**src/rtl/sdram_axi_slave_bridge_pkg.sv**
```systemverilog
// Shared types and the beat-address helper for the AXI4 slave bridge in front of sdram_axi_core.
// Only 32-bit beats are supported, so each address step is 4 bytes.
package sdram_axi_slave_bridge_pkg;

  localparam int TAG_ID_W = 16;

  typedef enum logic [1:0] {
    BURST_FIXED = 2'd0,
    BURST_INCR  = 2'd1,
    BURST_WRAP  = 2'd2
  } burst_t;

  localparam logic [1:0] RESP_OKAY   = 2'd0;
  localparam logic [1:0] RESP_SLVERR = 2'd2;

  typedef enum logic [1:0] {
    ST_IDLE,
    ST_WRITE,
    ST_READ
  } bridge_state_t;

  typedef struct packed {
    logic                is_wr;
    logic                last;
    logic [TAG_ID_W-1:0] id;
  } tag_t;

  typedef struct packed {
    tag_t        tag;
    logic [31:0] data;
    logic        err;
  } resp_t;

  // A WRAP block is (len+1)*4 bytes, so its offset mask is len*4+3.
  function automatic logic [31:0] next_addr(input logic [31:0] addr, input burst_t burst,
                                            input logic [7:0] len);
    logic [31:0] mask;
    logic [31:0] inc;
    mask = {22'd0, len, 2'b11};
    inc  = addr + 32'd4;
    case (burst)
      BURST_FIXED: next_addr = addr;
      BURST_WRAP:  next_addr = (addr & ~mask) | (inc & mask);
      default:     next_addr = inc;
    endcase
  endfunction

endpackage

```
**src/rtl/sdram_axi_slave_bridge_if.sv**
```systemverilog
// AXI4 slave channels plus the sdram_axi_core inport request/ack channel.
// slave = the bridge's view, master = the view of whoever drives AXI and models the core.
interface sdram_axi_slave_bridge_if #(parameter int ID_W = 4);
  logic            axi_awvalid, axi_awready;
  logic [31:0]     axi_awaddr;
  logic [ID_W-1:0] axi_awid;
  logic [7:0]      axi_awlen;
  logic [1:0]      axi_awburst;
  logic            axi_wvalid, axi_wready;
  logic [31:0]     axi_wdata;
  logic [3:0]      axi_wstrb;
  logic            axi_wlast;
  logic            axi_bvalid, axi_bready;
  logic [ID_W-1:0] axi_bid;
  logic [1:0]      axi_bresp;
  logic            axi_arvalid, axi_arready;
  logic [31:0]     axi_araddr;
  logic [ID_W-1:0] axi_arid;
  logic [7:0]      axi_arlen;
  logic [1:0]      axi_arburst;
  logic            axi_rvalid, axi_rready;
  logic [31:0]     axi_rdata;
  logic [ID_W-1:0] axi_rid;
  logic [1:0]      axi_rresp;
  logic            axi_rlast;
  logic [3:0]      inport_wr;
  logic            inport_rd;
  logic [7:0]      inport_len;
  logic [31:0]     inport_addr, inport_write_data;
  logic            inport_accept, inport_ack, inport_error;
  logic [31:0]     inport_read_data;

  modport slave (
    input  axi_awvalid, axi_awaddr, axi_awid, axi_awlen, axi_awburst,
    input  axi_wvalid, axi_wdata, axi_wstrb, axi_wlast, axi_bready,
    input  axi_arvalid, axi_araddr, axi_arid, axi_arlen, axi_arburst, axi_rready,
    input  inport_accept, inport_ack, inport_error, inport_read_data,
    output axi_awready, axi_wready, axi_bvalid, axi_bid, axi_bresp,
    output axi_arready, axi_rvalid, axi_rdata, axi_rid, axi_rresp, axi_rlast,
    output inport_wr, inport_rd, inport_len, inport_addr, inport_write_data
  );

  modport master (
    output axi_awvalid, axi_awaddr, axi_awid, axi_awlen, axi_awburst,
    output axi_wvalid, axi_wdata, axi_wstrb, axi_wlast, axi_bready,
    output axi_arvalid, axi_araddr, axi_arid, axi_arlen, axi_arburst, axi_rready,
    output inport_accept, inport_ack, inport_error, inport_read_data,
    input  axi_awready, axi_wready, axi_bvalid, axi_bid, axi_bresp,
    input  axi_arready, axi_rvalid, axi_rdata, axi_rid, axi_rresp, axi_rlast,
    input  inport_wr, inport_rd, inport_len, inport_addr, inport_write_data
  );
endinterface

```
**src/rtl/sdram_axi_sync_fifo.sv**
```systemverilog
// Single-clock FIFO with occupancy count; the head is read straight from storage.
// Pushes when full and pops when empty are dropped; push+pop together keeps the count.
module sdram_axi_sync_fifo #(
  parameter  int WIDTH = 8,
  parameter  int DEPTH = 4,
  localparam int AW    = $clog2(DEPTH),
  localparam int CW    = $clog2(DEPTH + 1)
) (
  input  logic             clk_i,
  input  logic             rst_i,
  input  logic             push_i,
  input  logic [WIDTH-1:0] push_dat_i,
  input  logic             pop_i,
  output logic [WIDTH-1:0] head_dat_o,
  output logic [CW-1:0]    count_o,
  output logic             full_o,
  output logic             empty_o
);
  logic [WIDTH-1:0] mem [DEPTH];
  logic [AW-1:0]    wr_ptr, rd_ptr;
  logic             do_push, do_pop;

  assign full_o     = (count_o == CW'(DEPTH));
  assign empty_o    = (count_o == '0);
  assign do_push    = push_i && !full_o;
  assign do_pop     = pop_i && !empty_o;
  assign head_dat_o = mem[rd_ptr];

  always_ff @(posedge clk_i or negedge rst_i) begin
    if (!rst_i) begin
      wr_ptr  <= '0;
      rd_ptr  <= '0;
      count_o <= '0;
    end else begin
      if (do_push) wr_ptr <= wr_ptr + 1'b1;
      if (do_pop)  rd_ptr <= rd_ptr + 1'b1;
      case ({do_push, do_pop})
        2'b10:   count_o <= count_o + 1'b1;
        2'b01:   count_o <= count_o - 1'b1;
        default: ;
      endcase
    end
  end

  always_ff @(posedge clk_i) begin
    if (do_push) mem[wr_ptr] <= push_dat_i;
  end
endmodule

```
**src/rtl/sdram_axi_slave_bridge.sv**
```systemverilog
// AXI4 slave front-end: splits bursts into per-beat inport requests and rebuilds R/B from in-order acks.
// R/B valid 1 cycle after ack; new beats stall once OUTSTANDING beats are issued but not retired on AXI.
module sdram_axi_slave_bridge
  import sdram_axi_slave_bridge_pkg::*;
#(
  parameter int ID_W        = 4,
  parameter int OUTSTANDING = 4
) (
  input logic                    clk_i,
  input logic                    rst_i,
  sdram_axi_slave_bridge_if.slave bus
);
  localparam int CW = $clog2(OUTSTANDING + 1);
  localparam int SW = CW + 1;

  bridge_state_t   state_q, state_d;
  logic            last_wr_q, sticky_q;
  logic [ID_W-1:0] id_q;
  logic [31:0]     addr_q;
  logic [7:0]      len_q, cnt_q;
  burst_t          burst_q;

  logic            grant_wr, grant_rd, aw_hs, ar_hs, room, beat_fire, last_beat;
  tag_t            tag_in, tag_head;
  resp_t           resp_in, resp_head;
  logic [CW-1:0]   tag_cnt, resp_cnt;
  logic            tag_full, tag_empty, resp_full, resp_empty, tag_pop, resp_pop;
  logic            head_mid, head_b, head_r;

  assign grant_wr  = bus.axi_awvalid && (!bus.axi_arvalid || !last_wr_q);
  assign grant_rd  = bus.axi_arvalid && (!bus.axi_awvalid || last_wr_q);
  assign aw_hs     = bus.axi_awvalid && bus.axi_awready;
  assign ar_hs     = bus.axi_arvalid && bus.axi_arready;
  assign room      = ({1'b0, tag_cnt} + {1'b0, resp_cnt}) < SW'(OUTSTANDING);
  assign last_beat = (cnt_q == 8'd0);
  assign beat_fire = room && bus.inport_accept &&
                     ((state_q == ST_WRITE && bus.axi_wvalid) || state_q == ST_READ);

  always_ff @(posedge clk_i or negedge rst_i) begin
    if (!rst_i) state_q <= ST_IDLE;
    else        state_q <= state_d;
  end

  always_comb begin
    state_d = state_q;
    case (state_q)
      ST_IDLE:           if (aw_hs) state_d = ST_WRITE; else if (ar_hs) state_d = ST_READ;
      ST_WRITE, ST_READ: if (beat_fire && last_beat) state_d = ST_IDLE;
      default:           state_d = ST_IDLE;
    endcase
  end

  // Address readies are combinational, so hold them low while reset is asserted.
  always_comb begin
    bus.axi_awready = 1'b0;
    bus.axi_arready = 1'b0;
    bus.axi_wready  = 1'b0;
    bus.inport_wr   = 4'b0000;
    bus.inport_rd   = 1'b0;
    case (state_q)
      ST_IDLE: begin
        bus.axi_awready = rst_i && grant_wr;
        bus.axi_arready = rst_i && grant_rd;
      end
      ST_WRITE: begin
        bus.inport_wr  = (bus.axi_wvalid && room) ? bus.axi_wstrb : 4'b0000;
        bus.axi_wready = room && bus.inport_accept;
      end
      ST_READ: bus.inport_rd = room;
      default: ;
    endcase
  end

  always_ff @(posedge clk_i or negedge rst_i) begin
    if (!rst_i) begin
      last_wr_q <= 1'b0;
      sticky_q  <= 1'b0;
      id_q      <= '0;
      addr_q    <= '0;
      len_q     <= '0;
      cnt_q     <= '0;
      burst_q   <= BURST_FIXED;
    end else begin
      if (aw_hs) begin
        last_wr_q <= 1'b1;
        id_q      <= bus.axi_awid;
        addr_q    <= bus.axi_awaddr;
        len_q     <= bus.axi_awlen;
        cnt_q     <= bus.axi_awlen;
        burst_q   <= burst_t'(bus.axi_awburst);
      end else if (ar_hs) begin
        last_wr_q <= 1'b0;
        id_q      <= bus.axi_arid;
        addr_q    <= bus.axi_araddr;
        len_q     <= bus.axi_arlen;
        cnt_q     <= bus.axi_arlen;
        burst_q   <= burst_t'(bus.axi_arburst);
      end else if (beat_fire) begin
        addr_q <= next_addr(addr_q, burst_q, len_q);
        cnt_q  <= cnt_q - 8'd1;
      end
      if (resp_pop && resp_head.tag.is_wr)
        sticky_q <= head_b ? 1'b0 : (sticky_q | resp_head.err);
    end
  end

  always_comb begin
    tag_in                = '0;
    tag_in.is_wr          = (state_q == ST_WRITE);
    tag_in.last           = last_beat;
    tag_in.id[ID_W-1:0]   = id_q;
    resp_in.tag           = tag_head;
    resp_in.data          = bus.inport_read_data;
    resp_in.err           = bus.inport_error;
  end

  assign tag_pop = bus.inport_ack && !tag_empty;

  sdram_axi_sync_fifo #(.WIDTH($bits(tag_t)), .DEPTH(OUTSTANDING)) u_tag_fifo (
    .clk_i(clk_i), .rst_i(rst_i), .push_i(beat_fire), .push_dat_i(tag_in), .pop_i(tag_pop),
    .head_dat_o(tag_head), .count_o(tag_cnt), .full_o(tag_full), .empty_o(tag_empty)
  );

  sdram_axi_sync_fifo #(.WIDTH($bits(resp_t)), .DEPTH(OUTSTANDING)) u_resp_fifo (
    .clk_i(clk_i), .rst_i(rst_i), .push_i(tag_pop), .push_dat_i(resp_in), .pop_i(resp_pop),
    .head_dat_o(resp_head), .count_o(resp_cnt), .full_o(resp_full), .empty_o(resp_empty)
  );

  // Non-final write beats only fold their error into the sticky flag; the last one produces B.
  assign head_mid = !resp_empty && resp_head.tag.is_wr && !resp_head.tag.last;
  assign head_b   = !resp_empty && resp_head.tag.is_wr && resp_head.tag.last;
  assign head_r   = !resp_empty && !resp_head.tag.is_wr;
  assign resp_pop = head_mid || (head_b && bus.axi_bready) || (head_r && bus.axi_rready);

  assign bus.axi_bvalid = head_b;
  assign bus.axi_bid    = head_b ? resp_head.tag.id[ID_W-1:0] : '0;
  assign bus.axi_bresp  = (head_b && (sticky_q || resp_head.err)) ? RESP_SLVERR : RESP_OKAY;
  assign bus.axi_rvalid = head_r;
  assign bus.axi_rdata  = head_r ? resp_head.data : 32'd0;
  assign bus.axi_rid    = head_r ? resp_head.tag.id[ID_W-1:0] : '0;
  assign bus.axi_rresp  = (head_r && resp_head.err) ? RESP_SLVERR : RESP_OKAY;
  assign bus.axi_rlast  = head_r && resp_head.tag.last;

  assign bus.inport_len        = len_q;
  assign bus.inport_addr       = addr_q;
  assign bus.inport_write_data = (state_q == ST_WRITE) ? bus.axi_wdata : 32'd0;

  logic unused_ok;
  assign unused_ok = &{1'b0, bus.axi_wlast, tag_full, resp_full, resp_head.tag.id};

  ack_needs_tag: assert property (@(posedge clk_i) disable iff (!rst_i)
    !(bus.inport_ack && tag_empty));
endmodule
```
**src/flat_wrapper.sv**
```systemverilog
// flat-port wrapper written by rule: the top's interface ports become plain ports
module sdram_axi_slave_bridge_flat import sdram_axi_slave_bridge_pkg::*;
#(
  parameter int ID_W        = 4,
  parameter int OUTSTANDING = 4
)
  (clk_i, rst_i, bus_axi_awvalid, bus_axi_awaddr, bus_axi_awid, bus_axi_awlen, bus_axi_awburst, bus_axi_wvalid, bus_axi_wdata, bus_axi_wstrb, bus_axi_wlast, bus_axi_bready, bus_axi_arvalid, bus_axi_araddr, bus_axi_arid, bus_axi_arlen, bus_axi_arburst, bus_axi_rready, bus_inport_accept, bus_inport_ack, bus_inport_error, bus_inport_read_data, bus_axi_awready, bus_axi_wready, bus_axi_bvalid, bus_axi_bid, bus_axi_bresp, bus_axi_arready, bus_axi_rvalid, bus_axi_rdata, bus_axi_rid, bus_axi_rresp, bus_axi_rlast, bus_inport_wr, bus_inport_rd, bus_inport_len, bus_inport_addr, bus_inport_write_data);
  sdram_axi_slave_bridge_if #(.ID_W(ID_W)) bus_i ();
  input logic clk_i;
  input logic rst_i;
  input wire logic [$bits(bus_i.axi_awvalid)-1:0] bus_axi_awvalid;
  input wire logic [$bits(bus_i.axi_awaddr)-1:0] bus_axi_awaddr;
  input wire logic [$bits(bus_i.axi_awid)-1:0] bus_axi_awid;
  input wire logic [$bits(bus_i.axi_awlen)-1:0] bus_axi_awlen;
  input wire logic [$bits(bus_i.axi_awburst)-1:0] bus_axi_awburst;
  input wire logic [$bits(bus_i.axi_wvalid)-1:0] bus_axi_wvalid;
  input wire logic [$bits(bus_i.axi_wdata)-1:0] bus_axi_wdata;
  input wire logic [$bits(bus_i.axi_wstrb)-1:0] bus_axi_wstrb;
  input wire logic [$bits(bus_i.axi_wlast)-1:0] bus_axi_wlast;
  input wire logic [$bits(bus_i.axi_bready)-1:0] bus_axi_bready;
  input wire logic [$bits(bus_i.axi_arvalid)-1:0] bus_axi_arvalid;
  input wire logic [$bits(bus_i.axi_araddr)-1:0] bus_axi_araddr;
  input wire logic [$bits(bus_i.axi_arid)-1:0] bus_axi_arid;
  input wire logic [$bits(bus_i.axi_arlen)-1:0] bus_axi_arlen;
  input wire logic [$bits(bus_i.axi_arburst)-1:0] bus_axi_arburst;
  input wire logic [$bits(bus_i.axi_rready)-1:0] bus_axi_rready;
  input wire logic [$bits(bus_i.inport_accept)-1:0] bus_inport_accept;
  input wire logic [$bits(bus_i.inport_ack)-1:0] bus_inport_ack;
  input wire logic [$bits(bus_i.inport_error)-1:0] bus_inport_error;
  input wire logic [$bits(bus_i.inport_read_data)-1:0] bus_inport_read_data;
  output wire logic [$bits(bus_i.axi_awready)-1:0] bus_axi_awready;
  output wire logic [$bits(bus_i.axi_wready)-1:0] bus_axi_wready;
  output wire logic [$bits(bus_i.axi_bvalid)-1:0] bus_axi_bvalid;
  output wire logic [$bits(bus_i.axi_bid)-1:0] bus_axi_bid;
  output wire logic [$bits(bus_i.axi_bresp)-1:0] bus_axi_bresp;
  output wire logic [$bits(bus_i.axi_arready)-1:0] bus_axi_arready;
  output wire logic [$bits(bus_i.axi_rvalid)-1:0] bus_axi_rvalid;
  output wire logic [$bits(bus_i.axi_rdata)-1:0] bus_axi_rdata;
  output wire logic [$bits(bus_i.axi_rid)-1:0] bus_axi_rid;
  output wire logic [$bits(bus_i.axi_rresp)-1:0] bus_axi_rresp;
  output wire logic [$bits(bus_i.axi_rlast)-1:0] bus_axi_rlast;
  output wire logic [$bits(bus_i.inport_wr)-1:0] bus_inport_wr;
  output wire logic [$bits(bus_i.inport_rd)-1:0] bus_inport_rd;
  output wire logic [$bits(bus_i.inport_len)-1:0] bus_inport_len;
  output wire logic [$bits(bus_i.inport_addr)-1:0] bus_inport_addr;
  output wire logic [$bits(bus_i.inport_write_data)-1:0] bus_inport_write_data;
  assign bus_i.axi_awvalid = bus_axi_awvalid;
  assign bus_i.axi_awaddr = bus_axi_awaddr;
  assign bus_i.axi_awid = bus_axi_awid;
  assign bus_i.axi_awlen = bus_axi_awlen;
  assign bus_i.axi_awburst = bus_axi_awburst;
  assign bus_i.axi_wvalid = bus_axi_wvalid;
  assign bus_i.axi_wdata = bus_axi_wdata;
  assign bus_i.axi_wstrb = bus_axi_wstrb;
  assign bus_i.axi_wlast = bus_axi_wlast;
  assign bus_i.axi_bready = bus_axi_bready;
  assign bus_i.axi_arvalid = bus_axi_arvalid;
  assign bus_i.axi_araddr = bus_axi_araddr;
  assign bus_i.axi_arid = bus_axi_arid;
  assign bus_i.axi_arlen = bus_axi_arlen;
  assign bus_i.axi_arburst = bus_axi_arburst;
  assign bus_i.axi_rready = bus_axi_rready;
  assign bus_i.inport_accept = bus_inport_accept;
  assign bus_i.inport_ack = bus_inport_ack;
  assign bus_i.inport_error = bus_inport_error;
  assign bus_i.inport_read_data = bus_inport_read_data;
  assign bus_axi_awready = bus_i.axi_awready;
  assign bus_axi_wready = bus_i.axi_wready;
  assign bus_axi_bvalid = bus_i.axi_bvalid;
  assign bus_axi_bid = bus_i.axi_bid;
  assign bus_axi_bresp = bus_i.axi_bresp;
  assign bus_axi_arready = bus_i.axi_arready;
  assign bus_axi_rvalid = bus_i.axi_rvalid;
  assign bus_axi_rdata = bus_i.axi_rdata;
  assign bus_axi_rid = bus_i.axi_rid;
  assign bus_axi_rresp = bus_i.axi_rresp;
  assign bus_axi_rlast = bus_i.axi_rlast;
  assign bus_inport_wr = bus_i.inport_wr;
  assign bus_inport_rd = bus_i.inport_rd;
  assign bus_inport_len = bus_i.inport_len;
  assign bus_inport_addr = bus_i.inport_addr;
  assign bus_inport_write_data = bus_i.inport_write_data;
  sdram_axi_slave_bridge #(.ID_W(ID_W), .OUTSTANDING(OUTSTANDING)) u_core (.clk_i(clk_i), .rst_i(rst_i), .bus(bus_i));
endmodule
```
**config.mk**
```make
export PLATFORM = sky130hd
export DESIGN_NAME = sdram_axi_slave_bridge_flat
export DESIGN_NICKNAME = d
export VERILOG_FILES = /design/src/rtl/sdram_axi_slave_bridge_pkg.sv /design/src/rtl/sdram_axi_slave_bridge_if.sv /design/src/rtl/sdram_axi_sync_fifo.sv /design/src/rtl/sdram_axi_slave_bridge.sv /design/src/flat_wrapper.sv
export SDC_FILE = /design/constraint.sdc
export NUM_CORES = 1
export LEC_CHECK = 0
export ABC_AREA = 1
export ABC_CLOCK_PERIOD_IN_PS = 4400
export BUFFER_PORTS_ARGS = -buffer_cell sky130_fd_sc_hd__buf_2
export CAP_MARGIN = 20
export CORE_ASPECT_RATIO = 2
export CORE_UTILIZATION = 55
export DETAILED_ROUTE_END_ITERATION = 10
export GPL_TIMING_DRIVEN = 0
export PLACE_DENSITY = 0.93
export SLEW_MARGIN = 30
export SYNTH_ARGS = -nofsm -noshare
export SYNTH_HDL_FRONTEND = slang
export SYNTH_SLANG_ARGS = --single-unit
```
**constraint.sdc**
```tcl
create_clock -name clk_i -period 4.4 [get_ports clk_i]
set_input_delay 0 -clock clk_i [delete_from_list [all_inputs] [get_ports clk_i]]
set_output_delay 0 -clock clk_i [all_outputs]
set_load 0.03 [all_outputs]
```
==> metrics.yaml, run 1 <==
run_status:
  outcome: "completed"
die:
  die_area_sq_um: 23100
  io_pins: 298
  die_x_microns: 108
  initial_core_util_pct: 55.9
  core_area_sq_um: 22100
  die_h_microns: 214
  rows: 77
critical_path:
  r2r_end: "u_core.u_tag_fifo.count_o[1]"
  cp.required_ns: 4.83
  r2r_start: "u_core.state_q[1]"
  worstRegToRegCells: 12
  criticalPathCategory: "reg2reg"
  crit_slowest_cell: "dfrtp_1"
  cp.arrival_ns: 3.72
  crit_path_start_kind: "flip-flop"
  path_cells: "inv_1 -> ha_1 -> buf_2 -> nand2_2 -> nand2_1 -> nand4_4 -> a31oi_2 -> inv_1 -> ha_1 -> inv_1 -> fa_1 -> o21ai_0"
  cp_common_cell: "inv_1"
  critPathMaxFanout: 7
  critPathMaxStageDelay_ns: 0.41
  reg2reg_slack_ns: 1.11
  endpoint_kind: "flip-flop"
clocking:
  cts_resized: 0
  cts_sinks: 252
  clockBufferDepth: 3
  cts_buffers: 23
  clk_latency_ns: 0.54
  cts_tree: "yes"
  cts_setup_buffers: 0
  clkTransAtPathRegs_ns: 0.07
  cts_root_buf: "clkbuf_16"
  htreeDepth: 1
pwr:
  static-leakage-power_nw: 7.73
  max-vdd-ir-drop_uv: 741
  powerDensity_nw_per_um2: 730
  totalPowerFinal_mw: 12.1
routing:
  ant_nets: 0
  drt-initial-drc-count: 1334
  vias: 12500
  wl_per_cell_microns: 21.8
  wl_microns: 46500
  drt_first_pass_iters: 8
  drc: 0
  viasPerCell: 5.84
synth:
  syn_area_per_cell_sq_um: 8.99
  async_reset_ff_share_pct: 28.6
  synth_edf_count: 180
  ys_types: 48
  synth_warnings: 0
  ys_ff_latch: 252
  synthCells: 1373
  seq_area_frac_synth_pct: 58.4
  syn-cell-area_sq_um: 12300
  synth_ff_type: "edfxtp_1"
global_route:
  track_usage_pct: 40.9
  overflow: 0
  grt_pass1_wl_microns: 69300
  grt_max_degree: 59
  antenna_found_initial: 2
  grt_pass1_vias: 12800
job:
  drv_cap: 0
layout:
  final_cell_mix: "nand2_1, buf_2, nor2_1, edfxtp_1, dlygate4sd3_1"
  layout.cells.most_common: "nand2_1"
  layout.nets: 2029
  fin_cells: 2132
  layout-drive-gt1-share_pct: 22.0
  design_area_sq_um: 16600
  area_delta_synth_final_pct: 34.4
sta:
  skew_ns: 0.0246
  worst_slew_pin_slew_ns: 0.865
  setup_viol: 0
  hold_viol: 0
  fin_tns_setup_ns: 0
  slew_headroom_pct: 42.3
  final_max_slew_viol_count: 0
  period_needed_ns: 3.29
  hold_ws_ns: 0.00537
  fmax_mhz: 304
  post-route-period-util_pct: 74.7
  rsz0062_at_grt: "false"
placed_design:
  io_buffers: 294
  placed_cell_area_sq_um: 14400
  dp_hpwl_microns: 29700
  placedCellCount: 1953
  place_congestion: 1.00
worst_hold_path:
  hold_path_class: "in2async"
## final cells by class
type                            count  area (sq um)
Sequential cell                   252          7210
Fill cell                        1349          5480
Multi-Input combinational cell    936          4390
Timing Repair Buffer              439          3070
Clock buffer                       23           576
Inverter                          128           488
Tap cell                          276           345
Buffer                             58           300
Clock inverter                     18           196
Antenna cell                        2          5.00
## metrics by stage
step                      util (%)  setup WS (ns)
after CTS                     75.1           1.11
after detailed placement      65.5           1.17
after floorplan                  -           1.57
final                         75.1           1.11
after global placement        64.2          0.362
after global routing          75.1          0.941
## cell usage after synthesis, types with 2 or more instances
cell | n | area share, %
buf_6 | 3 | 0.27
nand2_4 | 2 | 0.18
nand4_1 | 4 | 0.20
xor2_1 | 11 | 0.78
nand2_1 | 339 | 10
inv_1 | 120 | 3.7
xnor2_1 | 9 | 0.64
inv_4 | 3 | 0.15
nor3b_1 | 4 | 0.24
o211ai_1 | 7 | 0.43
dfrtp_1 | 72 | 15
nand3b_1 | 2 | 0.12
a21oi_1 | 58 | 2.4
buf_2 | 21 | 0.85
buf_4 | 9 | 0.55
nor2_1 | 265 | 8.1
clkbuf_1 | 22 | 0.67
o21ai_1 | 9 | 0.37
edfxtp_1 | 180 | 44
o21ai_0 | 98 | 4.0
inv_2 | 5 | 0.15
a32o_1 | 4 | 0.32
ha_1 | 18 | 1.8
o22ai_1 | 7 | 0.35
nand2_2 | 6 | 0.30
buf_1 | 3 | 0.091
nand3_1 | 66 | 2.7
o21bai_1 | 2 | 0.12
fa_1 | 2 | 0.32
nor3_1 | 4 | 0.16
## kinds of logic after synthesis
logic type      after synthesis  synth area share (%)
simple gates                702                  23.2
flops                       252                  58.4
compound gates              192                  8.45
buf+inv                     186                  6.39
xor+xnor                     20                  1.42
fa+ha+maj                    20                  2.15
other cells                   1                0.0304
## worst max-delay path by stage
stage | from | to | slack, ns | depth (start not counted)
after global routing | u_core.state_q[1] | u_core.u_tag_fifo.count_o[1] | 0.94 | 12
final | u_core.state_q[1] | u_core.u_tag_fifo.count_o[1] | 1.11 | 12
after CTS | u_core.state_q[1] | u_core.u_tag_fifo.count_o[1] | 1.11 | 12
after global placement | u_core.u_tag_fifo.count_o[2] | u_core.u_resp_fifo.mem[2][7] | 0.36 | 4
after detailed placement | u_core.state_q[1] | u_core.u_tag_fifo.count_o[1] | 1.17 | 12
after floorplan | u_core.u_tag_fifo.count_o[2] | u_core.u_resp_fifo.mem[0][0] | 1.57 | 4
## worst max-delay path: cells and delay by family (launching register included)
kind / cells / cell delay (ns)
DFF: 1 / 0.41
and+or+nand+nor: 3 / 0.67
AOI/OAI and AO/OA: 2 / 0.52
adders and majority gates: 3 / 0.92
buffers and inverters: 4 / 0.67
## sequential cells by signal, indices dropped and copies added (netlist names), named ones only
| register | cells |
|---|---|
| u_core.u_resp_fifo.mem | 156 |
| u_core.bus.inport_len | 8 |
| u_core.sticky_q | 1 |
| u_core.u_tag_fifo.rd_ptr | 2 |
| u_core.cnt_q | 8 |
| u_core.state_q | 2 |
| u_core.last_wr_q | 1 |
| u_core.burst_q | 2 |
| u_core.u_resp_fifo.rd_ptr | 2 |
| u_core.id_q | 4 |
| u_core.bus.inport_addr | 25 |
| u_core.u_tag_fifo.mem | 24 |
| u_core.u_resp_fifo.count_o | 3 |
| u_core.u_tag_fifo.wr_ptr | 2 |
| u_core.u_resp_fifo.wr_ptr | 2 |
| u_core.u_tag_fifo.count_o | 3 |
## per-layer routing
| metal | global-route usage (%) | vias up | part of all wire, % |
|---|---|---|---|
| met3 | 10.7 | 320 | 10 |
| met2 | 70.5 | 1010 | 50 |
| met5 | 0 | - | 0 |
| met4 | 36.9 | 0 | 9.9 |
| li1 | - | 5418 | - |
| met1 | 39.3 | 5713 | 30 |
## power by group
part	switching [mW]	total, mW	internal, mW
Sequential	0.497	3.77	3.28
Clock	0.970	2.13	1.16
Combinational	4.34	6.20	1.86
Total	5.81	12.1	6.30
## repair_timing
item	CTS	global route
endpoints found under the hold margin	264	0
hold buffers	136	0
setup endpoints to repair	0	0
Note: power is estimated with default switching activity, not from simulation.
==> run 2: changes to the inputs <==
--- a/config.mk
+++ b/config.mk
@@ -6,14 +6,14 @@
 export NUM_CORES = 1
 export LEC_CHECK = 0
 export ABC_AREA = 1
-export ABC_CLOCK_PERIOD_IN_PS = 4400
+export ABC_CLOCK_PERIOD_IN_PS = 3400
 export BUFFER_PORTS_ARGS = -buffer_cell sky130_fd_sc_hd__buf_2
 export CAP_MARGIN = 20
 export CORE_ASPECT_RATIO = 2
-export CORE_UTILIZATION = 55
+export CORE_UTILIZATION = 54
 export DETAILED_ROUTE_END_ITERATION = 10
 export GPL_TIMING_DRIVEN = 0
-export PLACE_DENSITY = 0.93
+export PLACE_DENSITY = 0.91
 export SLEW_MARGIN = 30
 export SYNTH_ARGS = -nofsm -noshare
 export SYNTH_HDL_FRONTEND = slang
==> constraint.sdc (replaced) <==
create_clock -name clk_i -period 3.4 [get_ports clk_i]
set_input_delay 0 -clock clk_i [delete_from_list [all_inputs] [get_ports clk_i]]
set_output_delay 0 -clock clk_i [all_outputs]
set_load 0.03 [all_outputs]
==> run 2 against run 1 <==
  * Cell area fell by 0.34%
  * Final cell count shrank 0.19%
  * Sequential share of layout area is 0.15 points higher
  * Maximum frequency is 4.9% higher
  * Register-to-register slack worse by 0.85 ns
  * Critical endpoint unchanged
  * Die area grew 1.8%
  * Via count is 3.1% lower
  * Total power is 26% higher
  * Worst setup slack worse by 0.85 ns
  * Wire length fell by 6.0%
==> metrics.yaml, run 2 (same netlist as run 1, synthesis figures left out) <==
routing:
  drt-initial-drc-count: 1014
  ant_nets: 0
  wl_microns: 43700
  vias: 12100
  viasPerCell: 5.68
  wl_per_cell_microns: 20.5
  drt_first_pass_iters: 6
  drc: 0
clocking:
  cts_tree: "yes"
  cts_root_buf: "clkbuf_16"
  cts_setup_buffers: 0
  htreeDepth: 1
  clkTransAtPathRegs_ns: 0.08
  cts_sinks: 252
  cts_buffers: 21
  clockBufferDepth: 3
  cts_resized: 0
  clk_latency_ns: 0.52
critical_path:
  cp-startpoint: "u_core.state_q[1]"
  crit_family: "adder cells"
  critPathBufInv: 4
  criticalPathCategory: "reg2reg"
  crit_slowest_cell: "fa_1"
  worstSetupPathDepth: 12
  cp.arrival_ns: 3.57
  endpoint_kind: "flip-flop"
  cp_common_cell: "inv_1"
  r2r_start: "u_core.state_q[1]"
  cp.required_ns: 3.84
  critPathMaxFanout: 7
  r2r_end: "u_core.u_tag_fifo.count_o[1]"
  crit_path_start_kind: "flip-flop"
  path_cells: "inv_1 -> ha_1 -> buf_2 -> nand2_2 -> nand2_1 -> nand4_4 -> a31oi_2 -> inv_1 -> ha_1 -> inv_1 -> fa_1 -> o21ai_0"
  critical_path.endpoint: "u_core.u_tag_fifo.count_o[1]"
  critPathMaxStageDelay_ns: 0.42
  reg2reg_slack_ns: 0.27
  worstRegToRegCells: 12
die:
  initial_core_util_pct: 55.4
  io_pins: 298
  die_area_sq_um: 23500
  rows: 77
  die_h_microns: 216
  core_area_sq_um: 22300
  die_x_microns: 109
sta:
  worst_slew_pin_slew_ns: 0.905
  rsz0062_at_grt: "false"
  fmax_mhz: 319
  post-route-period-util_pct: 92.1
  final_max_slew_viol_count: 0
  fin_tns_setup_ns: 0
  hold_viol: 0
  period_needed_ns: 3.13
  skew_ns: 0.0138
  slew_headroom_pct: 39.6
  setup_viol: 0
layout:
  layout-drive-gt1-share_pct: 21.7
  regMostFlops: "u_core.u_resp_fifo.mem"
  layout.nets: 2026
  final_cell_mix: "nand2_1, buf_2, nor2_1, edfxtp_1, dlygate4sd3_1"
  area_delta_synth_final_pct: 33.9
  largest_reg_flops: 156
  layout.cells.most_common: "nand2_1"
run_status:
  outcome: "completed"
placed_design:
  place_congestion: 1.02
  io_buffers: 294
  dp_hpwl_microns: 29600
pwr:
  powerDensity_nw_per_um2: 926
  totalPowerFinal_mw: 15.3
  static-leakage-power_nw: 7.69
  max-vdd-ir-drop_uv: 879
worst_hold_path:
  hold_path_class: "in2async"
global_route:
  antenna_found_initial: 2
  grt_pass1_vias: 12400
  grt_pass1_wl_microns: 65400
  track_usage_pct: 37.7
  overflow: 0
  grt_max_degree: 64
job:
  drv_cap: 0
[run 2: changes by cell type in the layout (fill, tap and decap cells not counted), sizes merged]
cell,previous run,this run
dlygate4sd3,136,135
clkinv,7,2
clkbuf,45,48
inv,133,131
clkinvlp,3,4
[run 2: final cells by class]
type	instances	area [sq um]
clock inverters	12	159
flip-flops and latches	252	7210
clock buffers	26	554
plain buffers	58	300
diodes	2	5.00
repair buffers	438	3080
well taps	276	345
inverters	128	488
fillers	1378	5730
multi-input cells	936	4390
[run 2: through the flow]
stage	util [%]	hold slack, ns	cell area, sq um	cells	setup WS, ns
after floorplan	-	-0.296	12300	1374	0.574
after global placement	63.6	0.209	14200	1944	-0.661
after detailed placement	64.9	-0.172	14400	1953	0.300
after CTS	74.2	0.00623	16500	2126	0.272
after global routing	74.2	0.0501	16500	2128	0.114
final	74.2	0.0252	16500	2128	0.267
[run 2: metal layers]
layer,vias to the layer above,part of all wire (%),global-route usage [%]
li1,5406,-,-
met1,5562,30,35.1
met2,844,53,67.1
met3,266,8.2,7.79
met4,0,9.5,32.4
met5,-,0,0
[run 2: tightest hold or removal path, cell delays in order]
cell	delay (ns)
dlygate4sd3_1	0.54
buf_6	0.13
buf_16	0.29
[run 2: worst min-delay path by stage]
stage               cells after the start                       endpoint  slack (ns)                     start
finish                                  3              u_core.burst_q[0]        0.03                     rst_i
global route                            6                      flip-flop        0.05         bus_axi_awaddr[6]
CTS                                     3               u_core.last_wr_q       0.006           bus_axi_awvalid
detailed placement                      1               u_core.last_wr_q       -0.17                     rst_i
global placement                        1  u_core.u_resp_fifo.mem[1][31]        0.21  bus_inport_read_data[30]
floorplan                               0     asynchronous set/reset pin       -0.30                     rst_i
[run 2: repair_timing]
item | in CTS | in global routing
endpoints found under the hold margin | 264 | 0
hold buffers | 135 | 0
setup endpoints to repair | 0 | 0
[run 2: power by group]
part	leakage, nW	total (mW)	switching, mW	internal, mW
registers	2.51	4.87	0.635	4.24
logic	4.84	7.87	5.46	2.41
clock network	0.337	2.56	1.15	1.41
==> run 3: changes to the inputs <==
--- a/config.mk
+++ b/config.mk
@@ -5,12 +5,12 @@
 export SDC_FILE = /design/constraint.sdc
 export NUM_CORES = 1
 export LEC_CHECK = 0
-export ABC_AREA = 1
+export ABC_AREA = 0
 export ABC_CLOCK_PERIOD_IN_PS = 3400
 export BUFFER_PORTS_ARGS = -buffer_cell sky130_fd_sc_hd__buf_2
 export CAP_MARGIN = 20
 export CORE_ASPECT_RATIO = 2
-export CORE_UTILIZATION = 54
+export CORE_UTILIZATION = 53
 export DETAILED_ROUTE_END_ITERATION = 10
 export GPL_TIMING_DRIVEN = 0
 export PLACE_DENSITY = 0.91
==> run 3 against run 2 <==
  * Critical path type unchanged
  * Maximum frequency down 5.5%
  * Synthesized area down 5.7%
  * First-iteration DRC count down 12%
  * Largest power group unchanged
  * Highest routed layer unchanged
  * Total power down 6.9%
  * Critical path depth down 3
  * Die area down 3.9%
  * Clock skew up 0.020 ns
  * Clock power up 6%
  * Sequential share of layout area up 2.4 points
  * Clock-buffer cell count unchanged
  * Critical endpoint is now u_core.bus.inport_addr[29]
  * Worst setup slack worse by 0.18 ns
  * Wire length down 15%
==> metrics.yaml, run 3 <==
routing:
  vias: 9587
  wl_per_cell_microns: 23.6
  viasPerCell: 6.12
  ant_nets: 0
  drt_first_pass_iters: 5
  drt-initial-drc-count: 892
  drc: 0
  wl_microns: 37000
layout:
  layout-drive-gt1-share_pct: 33.1
  layout.nets: 1464
  regMostFlops: "u_core.u_resp_fifo.mem"
  final_util_pct: 72.8
  layout.cells.most_common: "buf_2"
  fillers: 1323
  largest_reg_flops: 156
  area_delta_synth_final_pct: 34.5
  final_cell_mix: "buf_2, edfxtp_1, dlygate4sd3_1, dfrtp_1, and2_1"
critical_path:
  endpoint_kind: "flip-flop"
  cp-startpoint: "u_core.state_q[1]"
  crit_path_start_kind: "flip-flop"
  r2r_start: "u_core.state_q[1]"
  critPathMaxFanout: 10
  cp.required_ns: 3.79
  cp.arrival_ns: 3.71
  criticalPathCategory: "reg2reg"
global_route:
  antenna_found_initial: 5
  grt_pass1_wl_microns: 55900
  grt_max_degree: 65
  gr-usage-met3_pct: 5.05
  gr-max-usage-layer: "met2"
  grt_util_met1_pct: 33.7
  grt_use_met2_pct: 61.2
  overflow: 0
  grt_pass1_vias: 10400
  track_usage_pct: 33.2
synth:
  synth_edf_count: 180
  synth.top_cells.by_count: "edfxtp_1, dfrtp_1, and2_1, mux4_2, o21ai_0"
  synth_ff_type: "edfxtp_1"
  async_reset_ff_share_pct: 28.6
  synthTopCellsByArea: "edfxtp_1, dfrtp_1, mux4_2, and2_1, nor2b_1"
  ys_types: 74
  ys_ff_latch: 252
  synthCells: 820
  post-synth-top-count-cell: "edfxtp_1"
  syn-cell-area_sq_um: 11600
  seq_area_frac_synth_pct: 61.9
  syn_area_per_cell_sq_um: 14.2
  synth_top_area_share_pct: 46.5
  synth_area_leader_cell: "edfxtp_1"
  synth_warnings: 0
sta:
  fin_tns_setup_ns: 0
  fmax_mhz: 302
  hold_ws_ns: 0.0367
  final_max_slew_viol_count: 0
  setup_slack_ns: 0.0834
  period_needed_ns: 3.32
  rsz0062_at_grt: "false"
  setup_viol: 0
  skew_ns: 0.0335
  worst_slew_pin_slew_ns: 0.824
  hold_viol: 0
  post-route-period-util_pct: 97.5
  slew_headroom_pct: 45.0
placed_design:
  place_congestion: 1.02
  dp_hpwl_microns: 23300
  dp_worst_setup_slack_ns: 0.0462
  io_buffers: 294
clocking:
  cts_root_buf: "clkbuf_16"
  clkTransAtPathRegs_ns: 0.08
  clockBufferDepth: 3
  clk_latency_ns: 0.52
  cts_sinks: 252
  htreeDepth: 1
  cts_tree: "yes"
  cts_buffers: 22
run_status:
  outcome: "completed"
die:
  initial_core_util_pct: 54.1
  core_area_sq_um: 21500
  io_pins: 298
  rows: 76
  die_h_microns: 212
  die_area_sq_um: 22600
  die_x_microns: 107
worst_hold_path:
  hold_path_class: "in2async"
pwr:
  totalPowerFinal_mw: 14.2
  static-leakage-power_nw: 6.45
  powerDensity_nw_per_um2: 910
  max-vdd-ir-drop_uv: 843
job:
  drv_cap: 0
==> run 3: cell count changes in the layout (fill, tap and decap cells not counted), sizes merged, moves of 20 or more <==
cell   previous run  this run
nor2b             0        39
a21oi            59        19
nand3            67        15
o21ai           108        45
nand2           348        32
inv             131        40
nor2            267        22
and2              1        50
mux4              0        45
buf             339       319
==> run 3: layout make-up <==
type / instances / area, sq um / area share, %
Antenna cell: 5 / 12.5 / 0.0799
Buffer: 44 / 203 / 1.29
Clock buffer: 26 / 586 / 3.74
Clock inverter: 14 / 208 / 1.33
Inverter: 38 / 143 / 0.911
Multi-Input combinational cell: 487 / 4120 / 26.3
Sequential cell: 252 / 7210 / 46.0
Tap cell: 273 / 342 / 2.18
Timing Repair Buffer: 428 / 2840 / 18.1
==> run 3: metal layers <==
layer	share of wire (%)	vias up
li1	-	4096
met1	32	4578
met2	54	716
met3	7.8	197
met4	7.1	0
met5	0	-
==> run 3: final timing paths <==
path / endpoint / slack [ns] / depth (start not counted)
max: u_core.bus.inport_addr[29] / 0.08 / 9
min reg2reg: u_core.u_tag_fifo.mem[2][2] / 0.53 / 0
max in group asynchronous: u_core.bus.inport_addr[20] / 2.41 / 3
min: u_core.bus.inport_addr[12] / 0.04 / 3
min in group clk_i: u_core.cnt_q[6] / 0.07 / 4
max reg2reg: u_core.bus.inport_addr[29] / 0.08 / 9
==> run 3: cells by family after synthesis <==
logic type / Yosys count / synth area share [%]
multiplexers: 54 / 9.56
buffers and inverters: 82 / 2.97
other: 1 / 0.0322
AO/OA/AOI/OAI: 172 / 10.6
flip-flops: 252 / 61.9
XOR/XNOR: 18 / 1.35
adder cells (fa/ha/maj): 20 / 2.28
AND/OR/NAND/NOR: 221 / 11.3
==> run 3: worst max-delay path, cell delays in order (launching register included) <==
cell	delay [ns]
dfrtp_1	0.38
inv_1	0.11
ha_1	0.27
nand4_1	0.34
inv_2	0.21
buf_2	0.27
buf_1	0.65
a22oi_1	0.21
dlygate4sd3_1	0.65
o311ai_1	0.08
==> run 3: stage by stage <==
step,std cells,cell area [sq um]
after floorplan,821,11600
after global placement,1388,13500
after detailed placement,1389,13500
after CTS,1562,15600
after global routing,1567,15700
final,1567,15700
==> run 3: where the power goes <==
part,leakage [nW],internal [mW],switching [mW]
registers,2.53,4.23,0.755
logic,3.55,2.44,4.10
clock network,0.372,1.56,1.16
==> run 3: what timing repair did <==
| item | in CTS | in global routing |
|---|---|---|
| pin swaps | 0 | 0 |
| hold buffers | 133 | 0 |
| gates cloned | 0 | 0 |
| resized for setup | 1 | 3 |
| endpoints found under the setup margin | 2 | 12 |
| buffers inserted | 0 | 0 |
| hold endpoints to repair | 261 | 0 |
